`src/rtl/load_store_unit_if.sv`:
```
// load_store_unit_if: groups the pipeline request/response handshake and the
// data-memory beat bus of the load/store unit. The slave modport is the LSU
// view. The master modport is the view of the environment that issues
// requests and answers memory beats.
interface load_store_unit_if #(
   parameter int DATA_W = 32,
   parameter int ADDR_W = 32
);
   // Pipeline request side
   logic                  req_valid;
   logic                  req_ready;
   logic                  req_we;
   logic [1:0]            req_size;
   logic                  req_signed;
   logic [ADDR_W-1:0]     req_addr;
   logic [DATA_W-1:0]     req_wdata;

   // Data-memory beat side
   logic                  mem_req;
   logic                  mem_we;
   logic [ADDR_W-1:0]     mem_addr;
   logic [DATA_W/8-1:0]   mem_be;
   logic [DATA_W-1:0]     mem_wdata;
   logic                  mem_ack;
   logic [DATA_W-1:0]     mem_rdata;

   // Completion and stall
   logic                  rsp_valid;
   logic [DATA_W-1:0]     rsp_rdata;
   logic                  rsp_fault;
   logic                  busy;

   modport slave (
      input  req_valid, req_we, req_size, req_signed, req_addr, req_wdata,
      input  mem_ack, mem_rdata,
      output req_ready, mem_req, mem_we, mem_addr, mem_be, mem_wdata,
      output rsp_valid, rsp_rdata, rsp_fault, busy
   );

   modport master (
      output req_valid, req_we, req_size, req_signed, req_addr, req_wdata,
      output mem_ack, mem_rdata,
      input  req_ready, mem_req, mem_we, mem_addr, mem_be, mem_wdata,
      input  rsp_valid, rsp_rdata, rsp_fault, busy
   );
endinterface

```
`src/rtl/load_store_unit.sv`:
```
// load_store_unit: multi-cycle load/store unit between the CPU datapath and
// data memory. It lane-shifts store data and drives byte enables, waits on
// the memory ack handshake, and returns sign- or zero-extended load data.
// Optional feature macro LSU_MISALIGN_SPLIT_EN: when defined, misaligned
// accesses are legal. An access that crosses a lane boundary is split into
// two beats. When the macro is undefined, a misaligned access faults.
module load_store_unit #(
   parameter int DATA_W = 32,
   parameter int ADDR_W = 32
) (
   input logic              clk,
   input logic              rst_n,
   load_store_unit_if.slave bus
);
   localparam int BYTES = DATA_W / 8;
   localparam int OFF_W = $clog2(BYTES);

   typedef enum logic [1:0] {IDLE, BEAT0, BEAT1, RESP} state_t;

   state_t              state_q;
   logic                ready_q;
   logic                mem_req_q;
   logic                mem_we_q;
   logic [ADDR_W-1:0]   mem_addr_q;
   logic [BYTES-1:0]    mem_be_q;
   logic [DATA_W-1:0]   mem_wdata_q;
   logic [BYTES-1:0]    be_hi_q;
   logic [DATA_W-1:0]   wdata_hi_q;
   logic                split_q;
   logic [1:0]          size_q;
   logic                signed_q;
   logic [OFF_W-1:0]    off_q;
   logic [DATA_W-1:0]   beat0_q;
   logic                rsp_valid_q;
   logic [DATA_W-1:0]   rsp_rdata_q;
   logic                rsp_fault_q;

   // Request decode: lane offset, two-lane-wide enables and data, legality
   logic [OFF_W-1:0]    off_d;
   logic [BYTES-1:0]    len_mask_d;
   logic [2*BYTES-1:0]  be_d;
   logic [2*DATA_W-1:0] wdata_d;
   logic                fault_d;
   logic                split_d;

   // Load return path
   logic [2*DATA_W-1:0] cat_d;
   logic [DATA_W-1:0]   aligned_d;
   logic [DATA_W-1:0]   load_d;
   logic                sign_d;

   // Decode the incoming request into beat enables, shifted data and legality.
   always_comb begin
      // NOTE: every signal written here gets a default first, so no path can infer a latch.
      off_d      = bus.req_addr[OFF_W-1:0];
      len_mask_d = '0;
      for (int i = 0; i < BYTES; i++) begin
         len_mask_d[i] = (i < (1 << bus.req_size));
      end
      be_d    = {{BYTES{1'b0}}, len_mask_d} << off_d;
      wdata_d = {{DATA_W{1'b0}}, bus.req_wdata} << {off_d, 3'b000};
      for (int b = 0; b < 2 * BYTES; b++) begin
         if (!be_d[b]) wdata_d[8*b +: 8] = 8'h00;
      end
      if (!bus.req_we) wdata_d = '0;
`ifdef LSU_MISALIGN_SPLIT_EN
      fault_d = (bus.req_size > 2'(OFF_W));
      split_d = (int'(off_d) + (1 << bus.req_size)) > BYTES;
`else
      fault_d = (bus.req_size > 2'(OFF_W)) ||
                ((off_d & OFF_W'((1 << bus.req_size) - 1)) != '0);
      split_d = 1'b0;
`endif
   end

   // Right-align the accessed bytes (BEAT0 bytes are low-order) and extend.
   always_comb begin
      cat_d     = (state_q == BEAT1) ? {bus.mem_rdata, beat0_q}
                                     : {{DATA_W{1'b0}}, bus.mem_rdata};
      aligned_d = DATA_W'(cat_d >> {off_q, 3'b000});
      sign_d    = 1'b0;
      for (int i = 0; i < BYTES; i++) begin
         if (i == (1 << size_q) - 1) sign_d = signed_q & aligned_d[8*i+7];
      end
      load_d = aligned_d;
      for (int i = 0; i < BYTES; i++) begin
         if (i >= (1 << size_q)) load_d[8*i +: 8] = {8{sign_d}};
      end
   end

   // Sequence accept, memory beats and the one-cycle response; outputs are flops.
   always_ff @(posedge clk or negedge rst_n) begin
      if (!rst_n) begin
         state_q     <= IDLE;
         ready_q     <= 1'b1;
         mem_req_q   <= 1'b0;
         mem_we_q    <= 1'b0;
         mem_addr_q  <= '0;
         mem_be_q    <= '0;
         mem_wdata_q <= '0;
         be_hi_q     <= '0;
         wdata_hi_q  <= '0;
         split_q     <= 1'b0;
         size_q      <= '0;
         signed_q    <= 1'b0;
         off_q       <= '0;
         beat0_q     <= '0;
         rsp_valid_q <= 1'b0;
         rsp_rdata_q <= '0;
         rsp_fault_q <= 1'b0;
      end else begin
         // NOTE: sequential state uses non-blocking assignments, so every flop sees pre-edge values.
         unique case (state_q)
            IDLE: begin
               if (bus.req_valid) begin
                  ready_q  <= 1'b0;
                  size_q   <= bus.req_size;
                  signed_q <= bus.req_signed;
                  off_q    <= off_d;
                  split_q  <= split_d;
                  mem_we_q <= bus.req_we;
                  if (fault_d) begin
                     state_q     <= RESP;
                     rsp_valid_q <= 1'b1;
                     rsp_fault_q <= 1'b1;
                     rsp_rdata_q <= '0;
                  end else begin
                     state_q     <= BEAT0;
                     mem_req_q   <= 1'b1;
                     mem_addr_q  <= {bus.req_addr[ADDR_W-1:OFF_W], {OFF_W{1'b0}}};
                     mem_be_q    <= be_d[BYTES-1:0];
                     be_hi_q     <= be_d[2*BYTES-1:BYTES];
                     mem_wdata_q <= wdata_d[DATA_W-1:0];
                     wdata_hi_q  <= wdata_d[2*DATA_W-1:DATA_W];
                  end
               end
            end
            BEAT0: begin
               if (bus.mem_ack) begin
                  if (split_q) begin
                     state_q     <= BEAT1;
                     beat0_q     <= bus.mem_rdata;
                     mem_addr_q  <= mem_addr_q + ADDR_W'(BYTES);
                     mem_be_q    <= be_hi_q;
                     mem_wdata_q <= wdata_hi_q;
                  end else begin
                     state_q     <= RESP;
                     mem_req_q   <= 1'b0;
                     rsp_valid_q <= 1'b1;
                     rsp_fault_q <= 1'b0;
                     rsp_rdata_q <= mem_we_q ? '0 : load_d;
                  end
               end
            end
            BEAT1: begin
               if (bus.mem_ack) begin
                  state_q     <= RESP;
                  mem_req_q   <= 1'b0;
                  rsp_valid_q <= 1'b1;
                  rsp_fault_q <= 1'b0;
                  rsp_rdata_q <= mem_we_q ? '0 : load_d;
               end
            end
            RESP: begin
               state_q     <= IDLE;
               rsp_valid_q <= 1'b0;
               ready_q     <= 1'b1;
            end
            default: state_q <= IDLE;
         endcase
      end
   end

   assign bus.req_ready = ready_q;
   assign bus.busy      = ~ready_q;
   assign bus.mem_req   = mem_req_q;
   assign bus.mem_we    = mem_we_q;
   assign bus.mem_addr  = mem_addr_q;
   assign bus.mem_be    = mem_be_q;
   assign bus.mem_wdata = mem_wdata_q;
   assign bus.rsp_valid = rsp_valid_q;
   assign bus.rsp_rdata = rsp_rdata_q;
   assign bus.rsp_fault = rsp_fault_q;
endmodule

```
`src/flat_wrapper.sv`:
```
// flat-port wrapper written by rule: the top's interface ports become plain ports
module load_store_unit_flat 
#(
   parameter int DATA_W = 32,
   parameter int ADDR_W = 32
)
  (clk, rst_n, bus_req_valid, bus_req_we, bus_req_size, bus_req_signed, bus_req_addr, bus_req_wdata, bus_mem_ack, bus_mem_rdata, bus_req_ready, bus_mem_req, bus_mem_we, bus_mem_addr, bus_mem_be, bus_mem_wdata, bus_rsp_valid, bus_rsp_rdata, bus_rsp_fault, bus_busy);
  load_store_unit_if #(.DATA_W(DATA_W), .ADDR_W(ADDR_W)) bus_i ();
  input logic clk;
  input logic rst_n;
  input wire logic [$bits(bus_i.req_valid)-1:0] bus_req_valid;
  input wire logic [$bits(bus_i.req_we)-1:0] bus_req_we;
  input wire logic [$bits(bus_i.req_size)-1:0] bus_req_size;
  input wire logic [$bits(bus_i.req_signed)-1:0] bus_req_signed;
  input wire logic [$bits(bus_i.req_addr)-1:0] bus_req_addr;
  input wire logic [$bits(bus_i.req_wdata)-1:0] bus_req_wdata;
  input wire logic [$bits(bus_i.mem_ack)-1:0] bus_mem_ack;
  input wire logic [$bits(bus_i.mem_rdata)-1:0] bus_mem_rdata;
  output wire logic [$bits(bus_i.req_ready)-1:0] bus_req_ready;
  output wire logic [$bits(bus_i.mem_req)-1:0] bus_mem_req;
  output wire logic [$bits(bus_i.mem_we)-1:0] bus_mem_we;
  output wire logic [$bits(bus_i.mem_addr)-1:0] bus_mem_addr;
  output wire logic [$bits(bus_i.mem_be)-1:0] bus_mem_be;
  output wire logic [$bits(bus_i.mem_wdata)-1:0] bus_mem_wdata;
  output wire logic [$bits(bus_i.rsp_valid)-1:0] bus_rsp_valid;
  output wire logic [$bits(bus_i.rsp_rdata)-1:0] bus_rsp_rdata;
  output wire logic [$bits(bus_i.rsp_fault)-1:0] bus_rsp_fault;
  output wire logic [$bits(bus_i.busy)-1:0] bus_busy;
  assign bus_i.req_valid = bus_req_valid;
  assign bus_i.req_we = bus_req_we;
  assign bus_i.req_size = bus_req_size;
  assign bus_i.req_signed = bus_req_signed;
  assign bus_i.req_addr = bus_req_addr;
  assign bus_i.req_wdata = bus_req_wdata;
  assign bus_i.mem_ack = bus_mem_ack;
  assign bus_i.mem_rdata = bus_mem_rdata;
  assign bus_req_ready = bus_i.req_ready;
  assign bus_mem_req = bus_i.mem_req;
  assign bus_mem_we = bus_i.mem_we;
  assign bus_mem_addr = bus_i.mem_addr;
  assign bus_mem_be = bus_i.mem_be;
  assign bus_mem_wdata = bus_i.mem_wdata;
  assign bus_rsp_valid = bus_i.rsp_valid;
  assign bus_rsp_rdata = bus_i.rsp_rdata;
  assign bus_rsp_fault = bus_i.rsp_fault;
  assign bus_busy = bus_i.busy;
  load_store_unit #(.DATA_W(DATA_W), .ADDR_W(ADDR_W)) u_core (.clk(clk), .rst_n(rst_n), .bus(bus_i));
endmodule
```
`config.mk`:
```
export PLATFORM = sky130hd
export DESIGN_NAME = load_store_unit_flat
export DESIGN_NICKNAME = d
export VERILOG_FILES = /design/src/rtl/load_store_unit_if.sv /design/src/rtl/load_store_unit.sv /design/src/flat_wrapper.sv
export SDC_FILE = /design/constraint.sdc
export NUM_CORES = 1
export LEC_CHECK = 0
export CAP_MARGIN = 30
export CORE_UTILIZATION = 45
export CTS_CLUSTER_SIZE = 28
export DETAILED_ROUTE_END_ITERATION = 6
export HOLD_SLACK_MARGIN = 0.1
export PLACE_DENSITY = 0.82
export SYNTH_ARGS = -nofsm -noshare
export SYNTH_HDL_FRONTEND = slang
export SYNTH_SLANG_ARGS = --single-unit
export TNS_END_PERCENT = 30
```
`constraint.sdc`:
```
create_clock -name clk -period 2.75 [get_ports clk]
set_input_delay 0.6875 -clock clk [delete_from_list [all_inputs] [get_ports clk]]
set_output_delay 0.6875 -clock clk [all_outputs]
set_load 0.01 [all_outputs]
```
Word level (Yosys, flattened, before mapping) --
Cells that the tools add are included.
Operators by class: add/subtract/negate cells 2, order comparisons 9, equal/unequal tests 11, shifts and indexed selects 5, multiplexer cells 43, bitwise operators 7, reduce and logical (&&, ||, !) cells 15
Operator list (count):
- 32-bit 2-to-1 mux | 11
- 3-bit by 32-bit == test with 1-bit output (first input constant) | 2
- 3-bit by 32-bit greater-or-equal comparator with 1-bit output (first input constant) | 2
- 3-bit by 32-bit < comparator with 1-bit output (first input constant) | 2
- 64-bit 2-to-1 mux | 1
- 8-bit 2-to-1 mux | 8
- 32-bit one-hot mux with 2 select lines | 1
- 1-bit by 2-bit left shift with 32-bit output (first input constant) | 2
- 32-bit by 5-bit left shift with 64-bit output | 1
- 64-bit by 5-bit right shift with 32-bit output | 1
- 2-bit by 32-bit == test with 1-bit output (first input constant) | 1
- 1-bit by 32-bit greater-or-equal comparator with 1-bit output (first input constant) | 1
- 2-bit by 32-bit greater-or-equal comparator with 1-bit output (first input constant) | 1
- 32-bit zero test | 1
- 1-bit by 32-bit < comparator with 1-bit output (first input constant) | 1
- 2-bit by 32-bit < comparator with 1-bit output (first input constant) | 1
- 32-bit by 2-bit subtractor with 32-bit output (second input constant) | 1
- 5-bit AND reduction | 3
- 4-bit 2-to-1 mux | 3
- 1-bit 2-to-1 mux | 11
- 2-bit != test (second input constant) | 4
- 4-bit by 2-bit left shift with 8-bit output | 1
- 2-bit 2-to-1 mux | 3
- 1-bit one-hot mux with 2 select lines | 3
- 18 further kinds | 26
Storage, ports and cells: flip-flop bits (word level) 112, output and inout bits 106

Logic depth before layout (Yosys ltp) --
depth after elaboration 12, mapped depth 9, mapped depth without buffers 7

Worst setup path after synthesis --
No wires, ideal clock.
path type flip-flop to flip-flop, start point register u_core.state_q[0], end point register u_core.rsp_rdata_q[31] (netlist: u_core.bus.rsp_rdata[31]), arrival 1.839 ns, required time 2.627 ns, slack 0.788 ns, stages on the path, launching flop included 10, buffers on the path 2, clock period less this slack 1.962 ns, path through dfrtp_1 > inv_1 > ha_1 > buf_2 > and2_1 > a221oi_1 > nand3b_1 > a21o_2 > buf_12 > o21ai_2
Between the ends: longest elaborated chain between the ends 12, elaborated cells on any way between the ends 24, those cells by class 6 x eq/ne; 1 x shift; 9 x mux; 4 x bitwise; 4 x reduce/logical
Ends and longest elaborated chain:
- from (decl) | RTL line load_store_unit.sv:20 | state_t state_q;
- from (signal assigned) | RTL line load_store_unit.sv:94 | state_q <= IDLE;
- from (signal assigned) | RTL line load_store_unit.sv:123 | state_q <= RESP;
- from (signal assigned) | RTL line load_store_unit.sv:128 | state_q <= BEAT0;
- 2-bit == test | RTL line load_store_unit.sv:78, load_store_unit.sv:113
- 64-bit 2-to-1 mux | RTL line load_store_unit.sv:78 | cat_d = (state_q == BEAT1) ? {bus.mem_rdata, beat0_q}
- 64-bit by 5-bit right shift with 32-bit output | RTL line load_store_unit.sv:80 | aligned_d = DATA_W'(cat_d >> {off_q, 3'b000});
- 1-bit AND | RTL line load_store_unit.sv:83 | if (i == (1 << size_q) - 1) sign_d = signed_q & aligned_d[8*i+7];
- 1-bit 2-to-1 mux (4 in a row) | RTL line load_store_unit.sv:83
- 8-bit 2-to-1 mux | RTL line load_store_unit.sv:87 | if (i >= (1 << size_q)) load_d[8*i +: 8] = {8{sign_d}};
- 32-bit 2-to-1 mux | RTL line load_store_unit.sv:151, load_store_unit.sv:161
- 32-bit 2-to-1 mux | RTL line load_store_unit.sv:139 | if (bus.mem_ack) begin
- 32-bit one-hot mux with 2 select lines | RTL line load_store_unit.sv:113 | unique case (state_q)
- to (signal assigned) | RTL line load_store_unit.sv:151 | rsp_rdata_q <= mem_we_q ? '0 : load_d;
- to (signal assigned) | RTL line load_store_unit.sv:161 | rsp_rdata_q <= mem_we_q ? '0 : load_d;
- to (decl) | RTL line load_store_unit.sv:35 | logic [DATA_W-1:0] rsp_rdata_q;
Several ways; a longest one is shown, not always the timed one. The select of a mux whose other input is x is not followed. A chain may end at the register's enable or synchronous reset.

Final worst setup path --
start point register u_core.state_q[0], end point register u_core.rsp_rdata_q[10] (netlist: u_core.bus.rsp_rdata[10])
The elaborated chain is that of the path after synthesis.

==> qor.yml <==
run_status:
  status: "finished clean"
route:
  drt_iter0_drc: 387
  drc: 0
  dr.pass1.iters: 5
  viasPerCell: 5.73
  vias: 5059
  antenna_left: 0
  routedWlPerCell_um: 19.5
  wirelength_um: 17200
power_and_ir_drop:
  peakVddDrop_v: 0.000524
  power_mw: 8.39
  p_leak_nw: 3.48
  power_density_nw_per_um2: 1030
placement:
  io_buffers: 207
  gp_congestion: 0.955
  post-dp-hpwl_um: 13000
logic_synthesis:
  async_flop_share_pct: 100
  syn_area_sq_um: 5530
  syn_area_per_cell_sq_um: 10.5
  synth_ff_type: "dfrtp_1"
  syn_inst: 527
  yosysTopAreaCell: "dfrtp_1"
  synth.area.top_cells: "dfrtp_1 (49%), mux2_2 (9.0%), nand2_1 (5.6%)"
  synth_edf_count: 0
  ys_seq_elements: 110
  synth.distinct_cells: 56
  seq_area_frac_synth_pct: 49.8
  yosys_warnings: 0
  post-synth-top-area-fraction_pct: 49.3
finish:
  layout_commonest_cell: "clkdlybuf4s50_1"
  fillCellCount: 959
  drive_gt1_share_pct: 13.9
  fin_nets: 842
  antenna_cells: 0
  mostFrequentLayoutCells: "clkdlybuf4s50_1 (206), dfrtp_1 (109), nand2_1 (82)"
  layout-area-overhead-vs-synth_pct: 46.6
cts:
  clk_path_buf_depth: 2
  cts_tree: "built"
  cts_hold_buf: 0
  clkLatencyLatePin_ns: 0.35
  cts_root_buf: "clkbuf_16"
  postCtsSetupBuffers: 0
  cts-resized-gates: 0
  cts_buffers: 9
  htree_levels: 3
  cts_sinks: 110
  path_clk_slew_ns: 0.08
die:
  start_util_pct: 46.1
  die_w_um: 113
  die_area_sq_um: 12700
  row_count: 40
  fp.dieH_um: 113
  ios: 210
  core_area_sq_um: 12000
global_route:
  grt_max_degree: 51
  overflow: 0
  grt_pass1_wl_um: 26700
  antenna_found_initial: 0
  grt_pass1_vias: 4967
  grt.total_usage_pct: 27.4
min_path:
  min_path_type: "input port to async pin"
sta:
  relSlewSlack_pct: 50.2
  finalCriticalPeriod_ns: 2.31
  fin_setup_tns_ns: 0
  final-hold-violation-count: 0
  fin_crit_sh_pct: 83.9
  rsz0062_at_grt: "false"
  fmax_ghz: 0.434
  slew_viol_final: 0
  fin_skew_ns: 0.0122
  worst_slew_pin_slew_ns: 0.746
  setup_viol_count_final: 0
critical_path:
  critical_path_peak_fanout: 8
  cp_top_family: "simple AND/OR/NAND/NOR gates"
  critPathSlowestCell: "dfrtp_1"
  cp_slowest_stage_delay_ns: 0.43
  critical_path.startpoint_type: "register"
  path_class: "register to register"
  path_cells: "inv_1 -> ha_1 -> nor2_2 -> a211o_1 -> a21oi_1 -> nor2_1 -> a22o_1"
  end_kind: "register"
  crit_buf_inv: 1
  cp.required_ns: 3.03
  worstPathArrival_ns: 2.59
job:
  drv_cap: 0
==> worst reg2reg max path: cells and delay by family (launching register included) <==
family          cells  cell delay, ns
compound gates      3            0.53
fa+ha+maj           1            0.34
buf+inv             1            0.13
flops               1            0.43
simple gates        2            0.80
==> sequential cells by signal (all words and copies together), names as in the netlist <==
signal and count:
u_core.bus.rsp_rdata 32, u_core.bus.mem_wdata 32, u_core.bus.req_ready 1, u_core.state_q 2, u_core.bus.mem_req 1, u_core.bus.rsp_fault 1, u_core.off_q 2, u_core.signed_q 1
u_core.bus.mem_we 1, u_core.bus.mem_be 4, u_core.bus.rsp_valid 1, u_core.bus.mem_addr 30, u_core.size_q 2
==> area by class of cell <==
| type | instances | area, sq um | share of cell area (%) |
|---|---|---|---|
| clock buffer | 10 | 239 | 2.95 |
| clock inverter | 6 | 63.8 | 0.787 |
| inverter | 9 | 33.8 | 0.416 |
| multi-input combinational | 373 | 2560 | 31.6 |
| sequential | 110 | 2750 | 34.0 |
| tap | 147 | 184 | 2.27 |
| timing repair buffer | 228 | 2280 | 28.1 |
==> cells in the mapped netlist (5+ instances only) <==
cell type / n
a31oi_1: 5
nand2b_1: 9
a22o_1: 22
mux2_2: 44
o211ai_1: 7
clkbuf_1: 10
buf_1: 5
nand3_1: 8
o21ai_0: 56
o22ai_1: 18
o21ai_2: 11
nor2_1: 13
ha_1: 7
dfrtp_1: 109
a21oi_1: 12
inv_1: 8
a32oi_1: 5
nand2_1: 83
buf_2: 14
mux2i_1: 31
==> where the power goes <==
part / internal, mW / leakage, nW / switching (mW)
Combinational: 2.22 / 1.91 / 2.10
Clock: 0.666 / 0.146 / 0.654
Sequential: 2.27 / 1.42 / 0.471
Total: 5.16 / 3.48 / 3.23
==> layer usage <==
metal / vias up / track usage [%] / part of all wire, %
met5: - / 0 / 0
met4: 0 / 8.95 / 2.3
met3: 29 / 6.86 / 8.6
met2: 284 / 46.7 / 49
met1: 2441 / 34.1 / 40
li1: 2305 / - / -
==> through the flow <==
step | hold WS [ns] | cells | utilization, % | instance area (sq um) | setup slack, ns
2_1_floorplan | 0.392 | 528 | - | 5540 | 0.788
3_3_place_gp | 0.464 | 867 | 65.0 | 7810 | 0.246
3_5_place_dp | 0.465 | 867 | 65.0 | 7810 | 0.158
4_1_cts | 0.236 | 883 | 67.5 | 8110 | 0.499
5_1_grt | 0.245 | 883 | 67.5 | 8110 | 0.301
6_report | 0.234 | 883 | 67.5 | 8110 | 0.443
==> worst paths after layout <==
path / startpoint / endpoint / slack, ns / cells after the start
hold reg to reg: u_core.bus.rsp_rdata[18] / u_core.bus.rsp_rdata[18] / 0.48 / 2
hold / removal: rst_n / u_core.bus.rsp_rdata[5] / 0.23 / 1
max in group asynchronous: rst_n / u_core.bus.req_ready / 1.82 / 2
min in group clk: u_core.bus.rsp_rdata[18] / u_core.bus.rsp_rdata[18] / 0.48 / 2
setup / recovery: u_core.state_q[0] / u_core.bus.rsp_rdata[10] / 0.44 / 7
setup reg to reg: u_core.state_q[0] / u_core.bus.rsp_rdata[10] / 0.44 / 7
==> logic make-up (layout without fill, tap and decap cells) <==
| group | after synthesis | in the layout | synth area share [%] |
|---|---|---|---|
| AOI/OAI and AO/OA | 154 | 154 | 18.4 |
| buffers and inverters | 45 | 253 | 4.16 |
| DFF | 110 | 110 | 49.8 |
| other | 1 | 2 | 0.0678 |
| muxes | 77 | 77 | 15.0 |
| adders and majority gates | 7 | 7 | 1.58 |
| and+or+nand+nor | 132 | 132 | 10.9 |
| xor gates and xnor gates | 1 | 1 | 0.158 |
Note: power is estimated with default switching activity, not from simulation.
